### src/rtl/ode_ram_pkg.sv
// Shared definitions for the four-bank ODE RAM and its stream clients:
// word width, per-bank address widths and heights, and the reader FSM states.
package ode_ram_pkg;

    localparam int unsigned DATA_WIDTH        = 64;

    localparam int unsigned BANK1_ADDR_WIDTH  = 10;
    localparam int unsigned BANK2_ADDR_WIDTH  = 12;
    localparam int unsigned BANK3_ADDR_WIDTH  = 12;
    localparam int unsigned BANK4_ADDR_WIDTH  = 7;

    localparam int unsigned BANK1_HEIGHT      = 918;
    localparam int unsigned BANK2_HEIGHT      = 2500;
    localparam int unsigned BANK3_HEIGHT      = 2500;
    localparam int unsigned BANK4_HEIGHT      = 69;

    typedef enum logic [1:0] {
        IDLE,
        RUN,
        FINISH
    } stream_state_t;

endpackage

### src/rtl/ram_stream_fifo2.sv
// Two-entry synchronous FIFO used as the skid buffer behind the RAM read port.
// Pop requests on an empty FIFO are ignored; the head word is always visible.
module ram_stream_fifo2 #(
    parameter int unsigned WIDTH = 64
) (
    input  logic             clk,
    input  logic             rst_n,
    input  logic             i_push,
    input  logic             i_pop,
    input  logic [WIDTH-1:0] i_data,
    output logic [WIDTH-1:0] o_data,
    output logic             o_full,
    output logic             o_empty,
    output logic [1:0]       o_count
);

    logic [WIDTH-1:0] r_mem [2];
    logic             r_wr_ptr;
    logic             r_rd_ptr;
    logic [1:0]       r_count;
    logic             w_pop;

    assign w_pop   = i_pop && (r_count != 2'd0);
    assign o_data  = r_mem[r_rd_ptr];
    assign o_full  = (r_count == 2'd2);
    assign o_empty = (r_count == 2'd0);
    assign o_count = r_count;

    // Storage, pointers and occupancy; simultaneous push and pop keep the count.
    always_ff @(posedge clk or negedge rst_n) begin
        if (!rst_n) begin
            for (int unsigned i = 0; i < 2; i++) begin
                r_mem[i] <= '0;
            end
            r_wr_ptr <= 1'b0;
            r_rd_ptr <= 1'b0;
            r_count  <= 2'd0;
        end else begin
            if (i_push) begin
                r_mem[r_wr_ptr] <= i_data;
                r_wr_ptr        <= ~r_wr_ptr;
            end
            if (w_pop) begin
                r_rd_ptr <= ~r_rd_ptr;
            end
            case ({i_push, w_pop})
                2'b10:   r_count <= r_count + 2'd1;
                2'b01:   r_count <= r_count - 2'd1;
                default: r_count <= r_count;
            endcase
        end
    end

endmodule

### src/rtl/ram_stream_reader.sv
// Read-side stream client for one ODE RAM bank. On start it reads `count`
// sequential words from `base_addr` (wrapping) and streams them out over a
// valid/ready interface through a 2-entry skid buffer.
// Optional: define RAM_STREAM_CHECKSUM_EN to add the XOR `checksum` output.
module ram_stream_reader #(
    parameter int unsigned DATA_WIDTH    = ode_ram_pkg::DATA_WIDTH,
    parameter int unsigned ADDRESS_WIDTH = ode_ram_pkg::BANK1_ADDR_WIDTH,
    parameter int unsigned COUNT_WIDTH   = 12
) (
    input  logic                     clk,
    input  logic                     rst_n,
    input  logic                     start,
    input  logic [ADDRESS_WIDTH-1:0] base_addr,
    input  logic [COUNT_WIDTH-1:0]   count,
    output logic                     busy,
    output logic                     done,
    output logic [ADDRESS_WIDTH-1:0] ram_address,
    output logic                     ram_wr,
    output logic [DATA_WIDTH-1:0]    ram_data_write,
    input  logic [DATA_WIDTH-1:0]    ram_data_read,
    output logic [DATA_WIDTH-1:0]    out_data,
    output logic                     out_valid,
    input  logic                     out_ready
`ifdef RAM_STREAM_CHECKSUM_EN
   ,output logic [DATA_WIDTH-1:0]    checksum
`endif
);

    import ode_ram_pkg::*;

    stream_state_t            r_state;
    stream_state_t            w_state_next;
    logic [ADDRESS_WIDTH-1:0] r_base;
    logic [COUNT_WIDTH-1:0]   r_count;
    logic [COUNT_WIDTH-1:0]   r_issued;
    logic                     r_issue_q;
    logic [ADDRESS_WIDTH-1:0] r_addr;

    logic                     w_issue;
    logic [ADDRESS_WIDTH-1:0] w_issue_addr;
    logic                     w_accept_start;
    logic                     w_pop;
    logic [1:0]               w_fifo_count;
    logic                     w_fifo_empty;
    logic                     w_fifo_full;
    logic [2:0]               w_occupancy;

    assign w_accept_start = start && (r_state == IDLE);
    assign w_pop          = out_ready && !w_fifo_empty;
    // Words buffered plus in flight, after this cycle's pop.
    assign w_occupancy    = {1'b0, w_fifo_count} + {2'b00, r_issue_q} - {2'b00, w_pop};

    assign busy           = (r_state != IDLE);
    assign done           = (r_state == FINISH);
    assign out_valid      = !w_fifo_empty;
    assign ram_wr         = 1'b0;
    assign ram_data_write = '0;
    // The first address is driven straight from base_addr in the start cycle so
    // that data lands in the FIFO in time for out_valid two cycles later.
    assign ram_address    = w_issue_addr;

    // Next-state, read-issue decision and presented RAM address.
    always_comb begin
        w_state_next = r_state;
        w_issue      = 1'b0;
        w_issue_addr = r_addr;
        case (r_state)
            IDLE: begin
                if (start) begin
                    if (count != '0) begin
                        w_state_next = RUN;
                        w_issue      = 1'b1;
                        w_issue_addr = base_addr;
                    end else begin
                        w_state_next = FINISH;
                    end
                end
            end
            RUN: begin
                if ((r_issued < r_count) && (w_occupancy < 3'd2)) begin
                    w_issue      = 1'b1;
                    w_issue_addr = r_base + ADDRESS_WIDTH'(r_issued);
                end
                if ((r_issued == r_count) && !r_issue_q && (w_fifo_count == 2'd1) && w_pop) begin
                    w_state_next = FINISH;
                end
            end
            FINISH: begin
                w_state_next = IDLE;
            end
            default: begin
                w_state_next = IDLE;
            end
        endcase
    end

    // FSM state, transfer parameters, issue counter and read pipeline flag.
    always_ff @(posedge clk or negedge rst_n) begin
        if (!rst_n) begin
            r_state   <= IDLE;
            r_base    <= '0;
            r_count   <= '0;
            r_issued  <= '0;
            r_issue_q <= 1'b0;
            r_addr    <= '0;
        end else begin
            r_state   <= w_state_next;
            r_issue_q <= w_issue;
            if (w_issue) begin
                r_addr <= w_issue_addr;
            end
            if (w_accept_start) begin
                r_base   <= base_addr;
                r_count  <= count;
                r_issued <= (count != '0) ? COUNT_WIDTH'(1) : '0;
            end else if (w_issue) begin
                r_issued <= r_issued + COUNT_WIDTH'(1);
            end
        end
    end

    ram_stream_fifo2 #(
        .WIDTH (DATA_WIDTH)
    ) u_fifo (
        .clk     (clk),
        .rst_n   (rst_n),
        .i_push  (r_issue_q),
        .i_pop   (out_ready),
        .i_data  (ram_data_read),
        .o_data  (out_data),
        .o_full  (w_fifo_full),
        .o_empty (w_fifo_empty),
        .o_count (w_fifo_count)
    );

    // The issue throttle guarantees a free slot for every returning read.
    a_fifo_no_overflow: assert property (@(posedge clk) disable iff (!rst_n)
        !(r_issue_q && w_fifo_full));

`ifdef RAM_STREAM_CHECKSUM_EN
    logic [DATA_WIDTH-1:0] r_checksum;

    assign checksum = r_checksum;

    // XOR of every accepted word; cleared when a new transfer is accepted.
    always_ff @(posedge clk or negedge rst_n) begin
        if (!rst_n) begin
            r_checksum <= '0;
        end else if (w_accept_start) begin
            r_checksum <= '0;
        end else if (out_valid && out_ready) begin
            r_checksum <= r_checksum ^ out_data;
        end
    end
`endif

endmodule
### config.mk
export PLATFORM = sky130hd
export DESIGN_NAME = ram_stream_reader
export DESIGN_NICKNAME = d
export VERILOG_FILES = /design/src/rtl/ode_ram_pkg.sv /design/src/rtl/ram_stream_fifo2.sv /design/src/rtl/ram_stream_reader.sv
export SDC_FILE = /design/constraint.sdc
export NUM_CORES = 1
export LEC_CHECK = 0
export ABC_AREA = 1
export ABC_CLOCK_PERIOD_IN_PS = 3310
export CELL_PAD_IN_SITES_DETAIL_PLACEMENT = 1
export CELL_PAD_IN_SITES_GLOBAL_PLACEMENT = 1
export CORE_ASPECT_RATIO = 1.1
export CORE_MARGIN = 2
export CORE_UTILIZATION = 34
export CTS_BUF_LIST = sky130_fd_sc_hd__clkbuf_4
export CTS_CLUSTER_SIZE = 10
export DETAILED_ROUTE_END_ITERATION = 10
export PLACE_DENSITY_LB_ADDON = 0.25
export SYNTH_ARGS = -nofsm -noshare
export SYNTH_HDL_FRONTEND = slang
export SYNTH_HIERARCHICAL = 1
export SYNTH_SLANG_ARGS = --single-unit
### constraint.sdc
create_clock -name clk -period 3.31 [get_ports clk]
set_clock_uncertainty 0.1 [all_clocks]
set_input_delay 0.662 -clock clk [delete_from_list [all_inputs] [get_ports clk]]
set_output_delay 0.662 -clock clk [all_outputs]
set_load 0.05 [all_outputs]
# Word level (Yosys, flattened, before mapping)

Cells that the tools add are included.

Register bits after elaboration: 179
Bits of input ports: 90
Output and inout port bits: 142
Word-level logic and storage cells: 74

Add/subtract/negate cells: 6
$lt $le $gt $ge: 5
Equal/unequal tests: 8
Mux-type cells: 22
Bitwise gates (word level): 4
Reduce and logical (&&, ||, !) cells: 18

Operators with widths:

| operator                                            | count |
|---|---|
| two-way mux 64 bit                                  | 4 |
| bitwise mux 128 bit                                 | 1 |
| demux 64 bit (select 1 bit)                         | 1 |
| two-way mux 10 bit                                  | 3 |
| two-way mux 12 bit                                  | 2 |
| case mux 10 bit (2 select lines)                    | 1 |
| adder 12 x 1 -> 12 bit, second input constant       | 1 |
| equality test 12 bit                                | 1 |
| < comparator 12 bit                                 | 1 |
| nonzero test 12 bit                                 | 1 |
| adder 10 bit                                        | 1 |
| logical AND 1 bit                                   | 8 |
| case mux 2 bit (2 select lines)                     | 2 |
| nonzero test 2 bit                                  | 4 |
| equality test 2 x 1 -> 1 bit, second input constant | 3 |
| two-way mux 2 bit                                   | 3 |
| equality test 2 bit, second input constant          | 2 |
| >= comparator 2 bit, second input constant          | 2 |
| zero test 2 bit                                     | 2 |
| two-way mux 1 bit                                   | 4 |
| != test 2 bit, second input constant                | 2 |
| NOT 1 -> 2 bit                                      | 2 |
| adder 2 x 1 -> 3 bit                                | 1 |
| < comparator 3 x 2 -> 1 bit, second input constant  | 1 |
| other kinds (8)                                     | 10 |

# Depth between registers and ports, before layout

Depth in word-level cells: 10
Mapped depth: 20
Mapped depth without buffers: 20

# Hierarchy

The synthesis kept the hierarchy.

Modules (own cells, without submodules):

| module            | times used | cells each | area an instance (µm²) |
|---|---|---|---|
| ram_stream_fifo2  | 1          | 712        | 5980.7 |
| ram_stream_reader | 1          | 543        | 3946.3 |

# Least setup slack after synthesis

OpenSTA, ideal clock, no wires.

Path type: register to output
From: register u_fifo.r_count[1], in the netlist u_fifo/o_count[1]
To: output ram_address[8]
Data arrival time: 3.068 ns
Setup slack: -0.520 ns
Cell stages (with the launch flop): 20
Path buffers: 0
Cells stage by stage: dfrtp_1 > inv_1 > nand2_1 > inv_1 > inv_1 > nand2_1 > inv_1 > ha_1 > inv_1 > nand2_1 > fa_1 > nand2_1 > nor2_1 > nand3_1 > nor2_4 > nand3_2 > inv_4 > nand2_1 > nand2_1 > nand3_1

Longest elaborated chain between the ends: 8
Elaborated cells on any way between the ends: 9
Classes of those cells: add/sub (2); order compare (1); mux (2); reduce/logical (4)

Ends and longest elaborated chain:

| item                             | RTL line                | source |
|---|---|---|
| start: declaration               | ram_stream_fifo2.sv:20  | `logic [1:0] r_count;` |
| start signal: assignment         | ram_stream_fifo2.sv:47  | `2'b10: r_count <= r_count + 2'd1;` |
| start signal: assignment         | ram_stream_fifo2.sv:48  | `2'b01: r_count <= r_count - 2'd1;` |
| start signal: assignment         | ram_stream_fifo2.sv:49  | `default: r_count <= r_count;` |
| zero test 2 bit                  | ram_stream_fifo2.sv:26  | `assign o_empty = (r_count == 2'd0);` |
| net w_fifo_empty                 | ram_stream_reader.sv:44 | `logic w_fifo_empty;` |
| zero test 1 bit                  | -                       |  |
| net out_valid                    | ram_stream_reader.sv:22 | `output logic out_valid,` |
| logical AND 1 bit                | ram_stream_reader.sv:49 | `assign w_pop = out_ready && !w_fifo_empty;` |
| subtractor 3 x 1 -> 3 bit        | ram_stream_reader.sv:51 | `assign w_occupancy = {1'b0, w_fifo_count} + {2'b00, r_issue_q} - {2'b00, w_pop};` |
| < comparator 3 x 2 -> 1 bit      | ram_stream_reader.sv:80 | `if ((r_issued < r_count) && (w_occupancy < 3'd2)) begin` |
| logical AND 1 bit                | ram_stream_reader.sv:80 |  |
| two-way mux 10 bit               | ram_stream_reader.sv:80 |  |
| case mux 10 bit (2 select lines) | ram_stream_reader.sv:67 | `case (r_state)` |
| end: declaration                 | ram_stream_reader.sv:17 | `output logic [ADDRESS_WIDTH-1:0] ram_address,` |

The timed path passes the listed nets, and every way through them passes these cells.

# Final worst setup path

From: register u_fifo.r_count[0], in the netlist u_fifo/o_count[0]
To: output ram_address[8]

Longest elaborated chain between the ends: 8
Elaborated cells on any way between the ends: 9
Classes of those cells: add/sub (2); order compare (1); mux (2); reduce/logical (4)

Ends and longest elaborated chain:

| item                             | RTL line |
|---|---|
| zero test 2 bit                  | ram_stream_fifo2.sv:26 |
| net w_fifo_empty                 | ram_stream_reader.sv:44 |
| zero test 1 bit                  | ram_stream_reader.sv:49 |
| logical AND 1 bit                | ram_stream_reader.sv:49 |
| subtractor 3 x 1 -> 3 bit        | ram_stream_reader.sv:51 |
| < comparator 3 x 2 -> 1 bit      | ram_stream_reader.sv:80 |
| logical AND 1 bit                | ram_stream_reader.sv:80 |
| two-way mux 10 bit               | ram_stream_reader.sv:80 |
| case mux 10 bit (2 select lines) | ram_stream_reader.sv:67 |

The timed path passes the listed nets, and every way through them passes these cells.

==> flow_results.xml <==
<?xml version="1.0" encoding="UTF-8"?>
<metrics>
  <group name="sta">
    <metric name="post-route-period-util" unit="%">121.5</metric>
    <metric name="tightestPinTransition" unit="ns">0.6429</metric>
    <metric name="total_count_of_max_transition_violations_in_the_final_report" unit="">0</metric>
    <metric name="postLayoutSetupSlackWorst" unit="ns">-0.7116</metric>
    <metric name="max-slew-margin-rel" unit="%">57.14</metric>
    <metric name="setup_repair_after_global_routing_missed_its_margin" unit="">true</metric>
    <metric name="hold-worst-slack" unit="ns">0.4032</metric>
    <metric name="clock.fmax" unit="MHz">248.7</metric>
    <metric name="report.final.setup_viol" unit="">10</metric>
    <metric name="finalWorstPathRequiredPeriod" unit="ns">4.022</metric>
    <metric name="finalHoldViolations" unit="">0</metric>
  </group>
  <group name="outcome">
    <metric name="run_status" unit="">finished with violations</metric>
    <metric name="violated_checks" unit="">setup timing</metric>
  </group>
  <group name="drt">
    <metric name="drt-vias-per-instance" unit="">4.501</metric>
    <metric name="via_count" unit="">8205</metric>
    <metric name="antenna_violating_nets_left" unit="">0</metric>
    <metric name="post_drt_wl_per_cell" unit="µm">14.52</metric>
    <metric name="routed_wirelength" unit="mm">26.46</metric>
    <metric name="first_pass_iters" unit="">4</metric>
    <metric name="drt-initial-drc-count" unit="">346</metric>
    <metric name="number_of_design_rule_violations_left_after_detail_routing" unit="">0</metric>
  </group>
  <group name="floorplanning">
    <metric name="dieHeight" unit="µm">183.2</metric>
    <metric name="boundaryPins" unit="">232</metric>
    <metric name="fp.dieArea" unit="µm²">30570</metric>
    <metric name="number_of_core_rows" unit="">65</metric>
    <metric name="coreArea" unit="µm²">28710</metric>
    <metric name="start_util" unit="%">34.57</metric>
    <metric name="die_width" unit="µm">166.9</metric>
  </group>
  <group name="grt">
    <metric name="track_usage" unit="%">17.67</metric>
    <metric name="grt_pass1_wl" unit="mm">43.90</metric>
    <metric name="grt_pass1_vias" unit="">8618</metric>
    <metric name="initial_antenna_violation_count" unit="">1</metric>
    <metric name="overflow" unit="">0</metric>
    <metric name="grt_start_max_net_pins" unit="">75</metric>
  </group>
  <group name="clock_network">
    <metric name="clk_latency" unit="ns">0.57</metric>
    <metric name="cts_htree_levels" unit="">4</metric>
    <metric name="clock_sink_count" unit="">179</metric>
    <metric name="cts_buffer_depth" unit="">2</metric>
    <metric name="tritoncts" unit="">built</metric>
    <metric name="cts_root_buffer" unit="">sky130_fd_sc_hd__clkbuf_4</metric>
    <metric name="cts.clk_slew.worst_paths" unit="ns">0.16</metric>
    <metric name="cts-buffers-inserted" unit="">17</metric>
  </group>
  <group name="min_path">
    <metric name="min_path_type" unit="">flip-flop to flip-flop</metric>
  </group>
  <group name="placed_design">
    <metric name="i_o_buffers" unit="">166</metric>
    <metric name="dpl.hpwl" unit="mm">18.99</metric>
    <metric name="place_worst_setup_slack" unit="ns">-0.7538</metric>
    <metric name="gp_routability_congestion" unit="">0.8082</metric>
  </group>
  <group name="worst_setup_path">
    <metric name="crit_arrival" unit="ns">3.26</metric>
    <metric name="criticalPathCategory" unit="">flip-flop to primary output</metric>
    <metric name="critical_path.max_fanout" unit="">8</metric>
    <metric name="critPathLaunchType" unit="">flip-flop</metric>
    <metric name="worst_ep_required_time" unit="ns">2.55</metric>
    <metric name="end_kind" unit="">primary output</metric>
  </group>
  <group name="synthesis">
    <metric name="synth_area" unit="µm²">9923</metric>
    <metric name="yosys_warnings" unit="">6</metric>
    <metric name="postSynthAreaPerCell" unit="µm²">7.913</metric>
    <metric name="syn_inst" unit="">1254</metric>
  </group>
  <group name="power">
    <metric name="power.ir.vdd_worst" unit="µV">1087</metric>
    <metric name="power-per-cell-area" unit="nW/µm²">1181</metric>
    <metric name="power_leakage" unit="nW">6.597</metric>
    <metric name="power.total" unit="mW">14.80</metric>
  </group>
  <group name="flow_run">
    <metric name="cap_viol_max_count" unit="">0</metric>
  </group>
  <group name="finish">
    <metric name="area_growth_syn_to_layout" unit="%">26.25</metric>
    <metric name="layout-drive-gt1-share" unit="%">16.86</metric>
    <metric name="finalNetCount" unit="">1556</metric>
    <metric name="final_core_utilization" unit="%">43.64</metric>
  </group>
</metrics>
-- per-stage QoR --
| step | area [µm²] | TNS, ns | cells |
|---|---|---|---|
| after floorplan | 10320 | -2.248 | 1318 |
| after global placement | 11960 | -9.783 | 1767 |
| after detailed placement | 11960 | -11.06 | 1767 |
| after CTS | 12510 | -10.14 | 1827 |
| after global routing | 12530 | -9.436 | 1822 |
| final | 12530 | -6.997 | 1823 |
-- state kept, by name (all words and copies together), names as in the netlist --
| signal | flops |
|---|---|
| r_addr | 10 |
| r_base | 10 |
| r_count | 12 |
| r_issue_q | 1 |
| r_issued | 12 |
| r_state | 2 |
| u_fifo/o_count | 2 |
| u_fifo/r_mem | 128 |
| u_fifo/r_rd_ptr | 1 |
| u_fifo/r_wr_ptr | 1 |
-- worst paths after layout --
| path | from | to | slack (ns) | cells after the start |
|---|---|---|---|---|
| hold reg to reg | u_fifo/r_mem[10] | u_fifo/r_mem[10] | 0.40 | 2 |
| hold / removal | u_fifo/r_mem[10] | u_fifo/r_mem[10] | 0.40 | 2 |
| min in group asynchronous | rst_n | u_fifo/r_mem[118] | 0.51 | 2 |
| setup / recovery | u_fifo/o_count[0] | ram_address[8] | -0.71 | 20 |
| max in group asynchronous | rst_n | r_addr[8] | 1.81 | 3 |
| setup reg to reg | u_fifo/o_count[0] | u_fifo/o_count[1] | 0.18 | 24 |
-- critical path, cell delays in order (launching register included) --
cell,delay [ns]
sky130_fd_sc_hd__dfrtp_1,0.42
sky130_fd_sc_hd__inv_2,0.08
sky130_fd_sc_hd__nand2_2,0.06
sky130_fd_sc_hd__inv_2,0.05
sky130_fd_sc_hd__inv_2,0.04
sky130_fd_sc_hd__nand2_2,0.06
sky130_fd_sc_hd__inv_2,0.05
sky130_fd_sc_hd__ha_4,0.21
sky130_fd_sc_hd__inv_2,0.04
sky130_fd_sc_hd__nand2_2,0.04
sky130_fd_sc_hd__fa_1,0.49
sky130_fd_sc_hd__nand2_1,0.06
sky130_fd_sc_hd__nor2_2,0.10
sky130_fd_sc_hd__nand3_2,0.09
sky130_fd_sc_hd__nor2_4,0.17
sky130_fd_sc_hd__nand3_4,0.21
sky130_fd_sc_hd__inv_6,0.16
sky130_fd_sc_hd__nand2_2,0.06
sky130_fd_sc_hd__nand2_2,0.08
sky130_fd_sc_hd__nand3_4,0.07
sky130_fd_sc_hd__buf_12,0.15
-- placed cells by master (no fill, tap or decap), types with 16 or more instances in the layout --
master,instances
sky130_fd_sc_hd__o21ai_0,81
sky130_fd_sc_hd__buf_12,16
sky130_fd_sc_hd__o21ai_2,56
sky130_fd_sc_hd__nor2_1,26
sky130_fd_sc_hd__nand4_1,19
sky130_fd_sc_hd__clkdlybuf4s50_1,132
sky130_fd_sc_hd__dfrtp_1,178
sky130_fd_sc_hd__inv_1,121
sky130_fd_sc_hd__ha_1,22
sky130_fd_sc_hd__clkbuf_4,18
sky130_fd_sc_hd__nand2_1,484
sky130_fd_sc_hd__nand3_1,34
sky130_fd_sc_hd__conb_1,65
sky130_fd_sc_hd__buf_4,68
-- routing by layer --
layer | part of all wire (%) | global-route usage (%) | wire [µm]
met2 | 51 | 31.67 | 13620
met4 | 1.2 | 4.276 | 308
met1 | 44 | 22.58 | 11690
met3 | 3.2 | 2.331 | 844
met5 | 0 | 0 | 0
-- what timing repair did --
item | CTS | global route
setup endpoints to repair | 10 | 20
hold endpoints to repair | 61 | 0
hold buffers | 1 | 0
cloned | 1 | 0
pin swaps | 22 | 14
gates resized for setup | 14 | 15
setup buffers | 26 | 4
-- report_power, final --
group | switching [mW] | internal (mW) | total (mW)
Combinational | 6.35 | 3.43 | 9.78
Clock | 0.891 | 0.360 | 1.25
Sequential | 0.561 | 3.20 | 3.76
Total | 7.81 | 6.99 | 14.8
-- layout make-up --
cell class | count | area [µm²]
multi-input combinational | 882 | 4537
clock inverter | 14 | 161.4
antenna | 2 | 5.005
timing repair inverter | 1 | 8.758
tap | 368 | 460.4
inverter | 138 | 530.5
timing repair buffer | 221 | 2210
sequential | 179 | 4481
clock buffer | 18 | 135.1
fill | 3533 | 16180
(Power assumes the default switching activity.)
